## config.mk

```make
export PLATFORM = sky130hd
export DESIGN_NAME = segment_capture_flat
export DESIGN_NICKNAME = d
export VERILOG_FILES = /design/src/rtl/seg_pkg.sv /design/src/rtl/segment_capture_if.sv /design/src/rtl/seg_pattern_decode.sv /design/src/rtl/segment_capture.sv /design/src/flat_wrapper.sv
export SDC_FILE = /design/constraint.sdc
export NUM_CORES = 1
export LEC_CHECK = 0
export CAP_MARGIN = 20
export CORE_MARGIN = 3
export CORE_UTILIZATION = 45
export DETAILED_ROUTE_END_ITERATION = 8
export PLACE_DENSITY = 0.66
export SLEW_MARGIN = 20
export SYNTH_ARGS = -nofsm -noshare
export SYNTH_HDL_FRONTEND = slang
export SYNTH_SLANG_ARGS = --single-unit
export TNS_END_PERCENT = 10
```

## constraint.sdc

```tcl
create_clock -name i_Clk -period 4.9 [get_ports i_Clk]
set_clock_uncertainty 0.1 [all_clocks]
set_input_delay 0.49 -clock i_Clk [delete_from_list [all_inputs] [get_ports i_Clk]]
set_output_delay 0.49 -clock i_Clk [all_outputs]
set_load 0.02 [all_outputs]
```

## src/rtl/seg_pkg.sv

```systemverilog
// seg_pkg: segment pattern constants shared with the encoder, decoded-value
// codes and the capture FSM state type.
package seg_pkg;

  // Active-low patterns, bit0 = a ... bit6 = g
  localparam logic [6:0] SEG_0     = 7'b1000000;
  localparam logic [6:0] SEG_1     = 7'b1111001;
  localparam logic [6:0] SEG_2     = 7'b0100100;
  localparam logic [6:0] SEG_3     = 7'b0110000;
  localparam logic [6:0] SEG_4     = 7'b0011001;
  localparam logic [6:0] SEG_5     = 7'b0010010;
  localparam logic [6:0] SEG_6     = 7'b0000010;
  localparam logic [6:0] SEG_7     = 7'b1111000;
  localparam logic [6:0] SEG_8     = 7'b0000000;
  localparam logic [6:0] SEG_9     = 7'b0010000;
  localparam logic [6:0] SEG_BLANK = 7'b1111111;

  localparam logic [3:0] DIGIT_BLANK = 4'hF;
  localparam logic [3:0] DIGIT_ERR   = 4'hE;

  typedef enum logic {
    S_TRACK,
    S_HOLD
  } state_t;

endpackage

```

## src/rtl/segment_capture_if.sv

```systemverilog
// segment_capture_if: segment bus input plus the valid/ready result handshake.
// The master side drives the bus and ready; the slave side is the capture block.
interface segment_capture_if;
  logic [6:0] i_Segment;
  logic       i_Ready;
  logic       o_Valid;
  logic [3:0] o_Digit;
  logic       o_Blank;
  logic       o_Error;

  modport master (
    output i_Segment, i_Ready,
    input  o_Valid, o_Digit, o_Blank, o_Error
  );

  modport slave (
    input  i_Segment, i_Ready,
    output o_Valid, o_Digit, o_Blank, o_Error
  );
endinterface

```

## src/rtl/seg_pattern_decode.sv

```systemverilog
// seg_pattern_decode: combinational lookup of an active-low segment pattern
// into a BCD digit, with blank and illegal flags.
module seg_pattern_decode
  import seg_pkg::*;
(
  input  logic [6:0] seg_i,
  output logic [3:0] digit_o,
  output logic       blank_o,
  output logic       error_o
);

  always_comb begin
    digit_o = DIGIT_ERR;
    blank_o = 1'b0;
    error_o = 1'b0;
    case (seg_i)
      SEG_0:     digit_o = 4'd0;
      SEG_1:     digit_o = 4'd1;
      SEG_2:     digit_o = 4'd2;
      SEG_3:     digit_o = 4'd3;
      SEG_4:     digit_o = 4'd4;
      SEG_5:     digit_o = 4'd5;
      SEG_6:     digit_o = 4'd6;
      SEG_7:     digit_o = 4'd7;
      SEG_8:     digit_o = 4'd8;
      SEG_9:     digit_o = 4'd9;
      SEG_BLANK: begin
        digit_o = DIGIT_BLANK;
        blank_o = 1'b1;
      end
      default:   error_o = 1'b1;
    endcase
  end

endmodule

```

## src/rtl/segment_capture.sv

```systemverilog
// segment_capture: glitch-filtered seven-segment receiver that offers each newly
// settled pattern once. Define SEGMENT_CAPTURE_SYNC_EN for an asynchronous source.
module segment_capture
  import seg_pkg::*;
#(
  parameter int STABLE_CYCLES = 4
) (
  input logic              i_Clk,
  input logic              i_Rst,
  segment_capture_if.slave bus
);

  localparam int CW = $clog2(STABLE_CYCLES + 1);
  localparam logic [CW-1:0] COUNT_MAX = CW'(STABLE_CYCLES);

  logic [6:0]    segIn;
  logic [6:0]    sample_q, sample_d;
  logic [CW-1:0] count_q, count_d;
  logic [6:0]    last_q, pend_q;
  state_t        state_q;
  logic          valid_q, blank_q, error_q;
  logic [3:0]    digit_q;
  logic [3:0]    decDigit;
  logic          decBlank, decError;
  logic          settled;

`ifdef SEGMENT_CAPTURE_SYNC_EN
  logic [6:0] sync1_q, sync2_q;

  always_ff @(posedge i_Clk) begin
    if (i_Rst) begin
      sync1_q <= SEG_BLANK;
      sync2_q <= SEG_BLANK;
    end else begin
      sync1_q <= bus.i_Segment;
      sync2_q <= sync1_q;
    end
  end

  assign segIn = sync2_q;
`else
  assign segIn = bus.i_Segment;
`endif

  always_comb begin
    sample_d = segIn;
    if (segIn != sample_q)
      count_d = '0;
    else if (count_q == COUNT_MAX)
      count_d = COUNT_MAX;
    else
      count_d = count_q + CW'(1);
  end

  always_ff @(posedge i_Clk) begin
    if (i_Rst) begin
      sample_q <= SEG_BLANK;
      count_q  <= '0;
    end else begin
      sample_q <= sample_d;
      count_q  <= count_d;
    end
  end

  seg_pattern_decode u_decode (
    .seg_i   (sample_q),
    .digit_o (decDigit),
    .blank_o (decBlank),
    .error_o (decError)
  );

  // Looking at the next count lets the offer appear on the edge the pattern settles
  assign settled = (count_d == COUNT_MAX) && (sample_q != last_q);

  always_ff @(posedge i_Clk) begin
    if (i_Rst) begin
      state_q <= S_TRACK;
      last_q  <= SEG_BLANK;
      pend_q  <= SEG_BLANK;
      valid_q <= 1'b0;
      digit_q <= DIGIT_BLANK;
      blank_q <= 1'b1;
      error_q <= 1'b0;
    end else begin
      case (state_q)
        S_TRACK: begin
          if (settled) begin
            pend_q  <= sample_q;
            digit_q <= decDigit;
            blank_q <= decBlank;
            error_q <= decError;
            valid_q <= 1'b1;
            state_q <= S_HOLD;
          end
        end
        S_HOLD: begin
          if (bus.i_Ready) begin
            last_q  <= pend_q;
            valid_q <= 1'b0;
            state_q <= S_TRACK;
          end
        end
        default: state_q <= S_TRACK;
      endcase
    end
  end

  assign bus.o_Valid = valid_q;
  assign bus.o_Digit = digit_q;
  assign bus.o_Blank = blank_q;
  assign bus.o_Error = error_q;

endmodule

```

## src/flat_wrapper.sv

```systemverilog
// flat-port wrapper written by rule: the top's interface ports become plain ports
module segment_capture_flat import seg_pkg::*;
#(
  parameter int STABLE_CYCLES = 4
)
  (i_Clk, i_Rst, bus_i_Segment, bus_i_Ready, bus_o_Valid, bus_o_Digit, bus_o_Blank, bus_o_Error);
  segment_capture_if bus_i ();
  input logic i_Clk;
  input logic i_Rst;
  input wire logic [$bits(bus_i.i_Segment)-1:0] bus_i_Segment;
  input wire logic [$bits(bus_i.i_Ready)-1:0] bus_i_Ready;
  output wire logic [$bits(bus_i.o_Valid)-1:0] bus_o_Valid;
  output wire logic [$bits(bus_i.o_Digit)-1:0] bus_o_Digit;
  output wire logic [$bits(bus_i.o_Blank)-1:0] bus_o_Blank;
  output wire logic [$bits(bus_i.o_Error)-1:0] bus_o_Error;
  assign bus_i.i_Segment = bus_i_Segment;
  assign bus_i.i_Ready = bus_i_Ready;
  assign bus_o_Valid = bus_i.o_Valid;
  assign bus_o_Digit = bus_i.o_Digit;
  assign bus_o_Blank = bus_i.o_Blank;
  assign bus_o_Error = bus_i.o_Error;
  segment_capture #(.STABLE_CYCLES(STABLE_CYCLES)) u_core (.i_Clk(i_Clk), .i_Rst(i_Rst), .bus(bus_i));
endmodule
```

==> impl_metrics.ini, run 1 <==
[power_and_ir_drop]
ir_drop_uv = 142
powerDensity_nw_per_um2 = 253
leakage_nw = 0.695
fin_total_pwr_w = 0.000469

[timing]
rsz0062_at_grt = false
max_freq_ghz = 0.461
setup_viol = 0
worst_pin_slew_ps = 489
fin_setup_tns_ps = 0
slew_headroom_pct = 67.4
whs_ps = 381
finalHoldViolations = 0
finalCritPeriodShare_pct = 44.3
fin_crit_ps = 2170
drv_slew = 0

[hold_path]
hp-class = reg -> reg

[global_routing]
grt_pass1_vias = 1290
grt_overflow_total = 0
grt_usage_pct = 18.0
grt_max_degree = 41
antenna_found_initial = 0
grt_first_pass_wirelength_microns = 6030

[yosys]
yosysSeqAreaShare_pct = 39.0
ys_async_sr_fraction_pct = 0
synthCells = 169
synthTopCellsByArea = dfxtp_1, xor2_1, mux2i_1
synth-main-ff-cell = dfxtp_1
synth_top_cell_by_area = dfxtp_1
synth_area_sq_um = 1640
ys_ff_latch = 32
avgSynthCellArea_sq_um = 9.73
synth_edf_count = 0
yosysWarningCount = 0
syn_nets = 181
synth_top_area_share_pct = 39.0
synth.distinct_cells = 45

[die]
die_w_microns = 66.4
pin_count = 17
row_count = 21
initial_core_util_pct = 48.1
die_y_microns = 66.4
dieArea_sq_um = 4410
fp.coreArea_sq_um = 3420

[setup_path]
r2r_cells = 5
critical_path_class = in -> reg
worst_r2r_endpoint = u_core.pend_q[1]$_SDFFE_PP1P_
crit_start = bus_i_Segment[2]
cpPeakStageDelay_ps = 430
path_cells = clkdlybuf4s50_1, xor2_1, nor4_2, nand4_2, nor2_8, mux2i_1
crit_path_end_kind = flop
reg2reg_from = u_core.sample_q[1]$_SDFF_PP1_
crit_arrival_ps = 2330
worst_setup_path_endpoint = u_core.pend_q[1]$_SDFFE_PP1P_
cp_max_fo = 10
worstPathRequired_ps = 5060
r2r_slack_ps = 2730
startpoint_type = input pin
worst_path_max_delay_cell = clkdlybuf4s50_1

[final_layout]
layout_commonest_cell = dfxtp_1
syn_to_final_growth_pct = 12.9
mostFrequentLayoutCells = dfxtp_1, nor2_1, clkdlybuf4s50_1
antenna_cells = 0
num-fill-cells = 322
drive_above_1_share_pct = 13.8
utilization_pct = 54.3
fin_cells = 227
finalNetCount = 192

[cts]
cts_tree = done
clk_latency_ps = 330
holdBufCountCts = 0
cts_buffers = 5
cts-resized-gates = 0
cts.path.max_buffers = 2
path_clk_slew_ps = 90
ctsHtreeMaxLevel = 2
clockRootBuffer = clkbuf_4
tritoncts_num_sinks = 32
postCtsSetupRepairBufs = 0

[drt]
drtIter0Drc = 57
vias = 1232
ant_nets = 0
detail_route.wl_per_cell_microns = 14.8
firstDrtPassIters = 4
drc_errors = 0
viasPerCell = 5.43
wl_microns = 3370

[place]
gp_congestion = 0.721
dpl.hpwl_microns = 2410
dp.cells = 219
portBuffers = 16

[run_status]
status = finished, final reports clean

[run]
drv.max_cap_violation_count = 0
## worst min-delay path by stage
stage / to / startpoint / slack (ps) / depth (start not counted)
global placement: u_core.last_q[2]$_SDFFE_PP1P_ / u_core.last_q[2]$_SDFFE_PP1P_ / 370 / 1
finish: u_core.bus.o_Error$_SDFFE_PP0P_ / u_core.bus.o_Error$_SDFFE_PP0P_ / 380 / 2
global route: u_core.bus.o_Error$_SDFFE_PP0P_ / u_core.bus.o_Error$_SDFFE_PP0P_ / 410 / 2
CTS: u_core.bus.o_Error$_SDFFE_PP0P_ / u_core.bus.o_Error$_SDFFE_PP0P_ / 380 / 2
detailed placement: u_core.bus.o_Error$_SDFFE_PP0P_ / u_core.bus.o_Error$_SDFFE_PP0P_ / 370 / 2
floorplan: u_core.last_q[1]$_SDFFE_PP1P_ / u_core.last_q[1]$_SDFFE_PP1P_ / 360 / 1
## kinds of logic (layout without fill, tap and decap cells)
group | Yosys count | count (layout) | synth area share (%)
AO/OA/AOI/OAI | 31 | 31 | 15.7
XOR/XNOR | 16 | 16 | 9.44
adder cells (fa/ha/maj) | 2 | 2 | 1.52
buffers and inverters | 19 | 31 | 5.78
flip-flops | 32 | 32 | 39.0
multiplexers | 8 | 8 | 4.87
AND/OR/NAND/NOR | 61 | 61 | 23.7
## synthesized netlist by cell type (2+ instances only)
cell,n
a211o_1,8
a21oi_1,6
a22oi_1,3
and3_1,7
buf_2,4
buf_4,3
clkbuf_1,5
dfxtp_1,32
ha_1,2
inv_1,6
mux2i_1,8
nand3_1,6
nand3b_1,4
nand4_1,2
nor2_1,19
nor3_1,2
o21ai_1,4
or2_2,7
or3_1,2
xnor2_1,4
xor2_1,10
xor2_2,2
## flip-flops by register name, summed over array words and instances (netlist names)
name                count
u_core.sample_q         7
u_core.state_q          1
u_core.count_q          3
u_core.bus.o_Digit      4
u_core.bus.o_Blank      1
u_core.pend_q           7
u_core.bus.o_Error      1
u_core.last_q           7
u_core.bus.o_Valid      1
## area by class of cell
| class | instances | area [sq um] | share of cell area (%) |
|---|---|---|---|
| clock buffers | 8 | 58.8 | 3.17 |
| inverters | 6 | 22.5 | 1.21 |
| multi-input cells | 118 | 908 | 49.0 |
| flip-flops and latches | 32 | 641 | 34.5 |
| well taps | 46 | 57.6 | 3.10 |
| repair buffers | 17 | 168 | 9.04 |
## power breakdown
group          leakage [nW]  internal, W  switching [W]
registers             0.261     0.000263      0.0000101
clock network        0.0326    0.0000707      0.0000842
logic                 0.402    0.0000205      0.0000209
## worst max-delay path, delay by kind of cell
family	cells	cell delay, ps
buf+inv	1	430
mux	1	210
simple gates	3	1030
xor+xnor	1	160
## metal layers
metal	GRT usage [%]	vias up	wire length (microns)
li1	-	615	-
met1	22.2	589	1560
met2	30.0	21	1630
met3	5.10	7	137
met4	6.09	0	46
met5	0	-	0
## metrics by stage
stage / area (sq um) / setup WS (ps)
6_report: 1860 / 2730
5_1_grt: 1860 / 2590
4_1_cts: 1860 / 2730
3_5_place_dp: 1800 / 2380
3_3_place_gp: 1800 / 2450
2_1_floorplan: 1640 / 3010
Power figures use the tool's default switching activity.
==> run 2: changes to the inputs <==
Settings changed: PLACE_DENSITY 0.66 to 0.68.
Clock period 4.9 ns to 1.94 ns, I/O delays scaled along.
==> run 2 against run 1 <==
  * Power grew to 2.6 times the previous value
  * Clock power grew to 2.5 times the previous value
  * Routed wire length grew 17%
  * Register-to-register slack lost 2700 ps
  * Sequential power grew 150%
  * Worst setup slack lost 2700 ps
  * Global-route usage grew 1.6 points
  * Final cell count grew 10%
  * Die area is the same
  * Flip-flop and latch count is the same
  * Core utilization grew 8.3 points
  * Critical path depth is the same
  * Critical path type is now reg -> reg
  * Highest routed layer unchanged
==> impl_metrics.ini, run 2 (synthesis gave the netlist of run 1 again) <==
[final_layout]
design_area_sq_um = 2140
num-fill-cells = 289
antenna_cells = 0
layout_commonest_cell = dfxtp_1
mostFrequentLayoutCells = dfxtp_1, buf_4, nor2_1
drive_above_1_share_pct = 32.4
fin_cells = 250
top_regs = u_core.last_q x7, u_core.pend_q x7, u_core.sample_q x7
syn_to_final_growth_pct = 30.1
finalNetCount = 215

[cts]
clk_latency_ps = 340
tritoncts_num_sinks = 32
path_clk_slew_ps = 100
cts_tree = done
ctsHtreeMaxLevel = 2
cts.path.max_buffers = 2
clockRootBuffer = clkbuf_4
cts_buffers = 5

[die]
initial_core_util_pct = 48.1
pin_count = 17
die_w_microns = 66.4
row_count = 21
die_y_microns = 66.4
dieArea_sq_um = 4410
fp.coreArea_sq_um = 3420

[setup_path]
cp_max_fo = 5
path_cells = inv_1, ha_1, a22oi_2, a2111o_4, nor2_4, mux2i_1
crit_start = u_core.count_q[0]$_SDFF_PP0_
startpoint_type = flop
crit_path_end_kind = flop
worst_path_max_delay_cell = a2111o_4
worstPathRequired_ps = 2110
crit_arrival_ps = 2100
cpPeakStageDelay_ps = 550
reg2reg_from = u_core.count_q[0]$_SDFF_PP0_
critical_path_class = reg -> reg
r2r_slack_ps = 9

[drt]
dr_wl_met3_microns = 118
route.top_layer_used = met4
drc_errors = 0
drtIter0Drc = 70
wl_microns = 3960
detail_route.wl_per_cell_microns = 15.8
wl_met2_microns = 1950
firstDrtPassIters = 4
viasPerCell = 5.37
met1_length_microns = 1810
vias = 1343
ant_nets = 0

[global_routing]
grt_pass1_vias = 1372
grt_usage_pct = 19.7
grt_max_degree = 40
antenna_found_initial = 0
grt_overflow_total = 0
grt_first_pass_wirelength_microns = 6480

[timing]
finalCritPeriodShare_pct = 99.5
rsz0062_at_grt = true
drv_slew = 0
fin_crit_ps = 1930
finalHoldViolations = 0
whs_ps = 375
setup_ws_ps = 8.83
slew_headroom_pct = 71.9
max_freq_ghz = 0.518
worst_pin_slew_ps = 421
setup_viol = 0

[power_and_ir_drop]
switchingPower_w = 0.000309
switching_share_pct = 25.2
leakage_nw = 0.819
p_clk_share_pct = 32.2
fin_total_pwr_w = 0.00123
intPower_w = 0.000916
ir_drop_uv = 414
powerDensity_nw_per_um2 = 573
pwr-share-comb_pct = 12.3
seqPwrFrac_pct = 55.5

[run_status]
status = finished, final reports clean

[place]
dp.cells = 234
dpl.hpwl_microns = 2590
post-place-ws_ps = -150
portBuffers = 16
place_area_sq_um = 1910
gp_congestion = 0.787

[run]
drv.max_cap_violation_count = 0

[hold_path]
hold_path.startpoint = bus_i_Segment[3]
hp-class = in -> reg
run 2: changes by cell type in the layout (fill, tap and decap cells not counted), moves of 2 or more:
cell     delta
buf_4      +19
dfxtp_1     -9
dfxtp_2     +7
buf_6       +3
xor2_1      -3
xor2_2      +3
dfxtp_4     +2
run 2: final timing paths:
kind	end	cells past startpoint
hold / removal	u_core.sample_q[3]$_SDFF_PP1_	2
setup / recovery	u_core.pend_q[3]$_SDFFE_PP1P_	6
hold reg to reg	u_core.bus.o_Digit[2]$_SDFFE_PP1P_	2
setup reg to reg	u_core.pend_q[3]$_SDFFE_PP1P_	6
run 2: final cells by class:
type / count / area [sq um] / share of cell area, %
well taps: 46 / 57.6 / 2.69
repair buffers: 39 / 344 / 16.1
multi-input cells: 119 / 1000 / 46.7
flip-flops and latches: 32 / 657 / 30.7
clock buffers: 8 / 58.8 / 2.75
inverters: 6 / 22.5 / 1.05
run 2: critical path, delay by kind of cell (launching register included):
kind            cells  cell delay (ps)
simple gates        1              240
mux                 1              200
flops               1              370
compound gates      2              670
fa+ha+maj           1              220
buf+inv             1               60
run 2: stage by stage:
step / setup TNS (ps) / util (%)
floorplan: 0 / -
global placement: -965 / 55.9
detailed placement: -1660 / 55.9
CTS: -24.0 / 59.0
global route: -392 / 62.6
finish: 0 / 62.6
run 2: what timing repair did:
item | CTS | global route
buffers inserted | 3 | 4
gates cloned | 1 | 0
pin swaps | 5 | 9
hold buffers | 0 | 0
endpoints found under the setup margin | 15 | 15
gates resized for setup | 6 | 20
endpoints found under the hold margin | 0 | 0
run 2: layer usage:
layer	track usage (%)	up-vias
li1	-	659
met1	23.6	646
met2	32.0	29
met3	5.61	9
met4	9.39	0
met5	0	-
run 2: power by group through the flow:
| stage | clock, W | combinational [W] | sequential, W |
|---|---|---|---|
| global route | 0.000439 | 0.000163 | 0.000682 |
| floorplan | 0 | 0.0000946 | 0.000682 |
| CTS | 0.000407 | 0.000130 | 0.000681 |
| finish | 0.000394 | 0.000151 | 0.000680 |
| detailed placement | 0 | 0.000128 | 0.000696 |
| global placement | 0 | 0.000124 | 0.000695 |
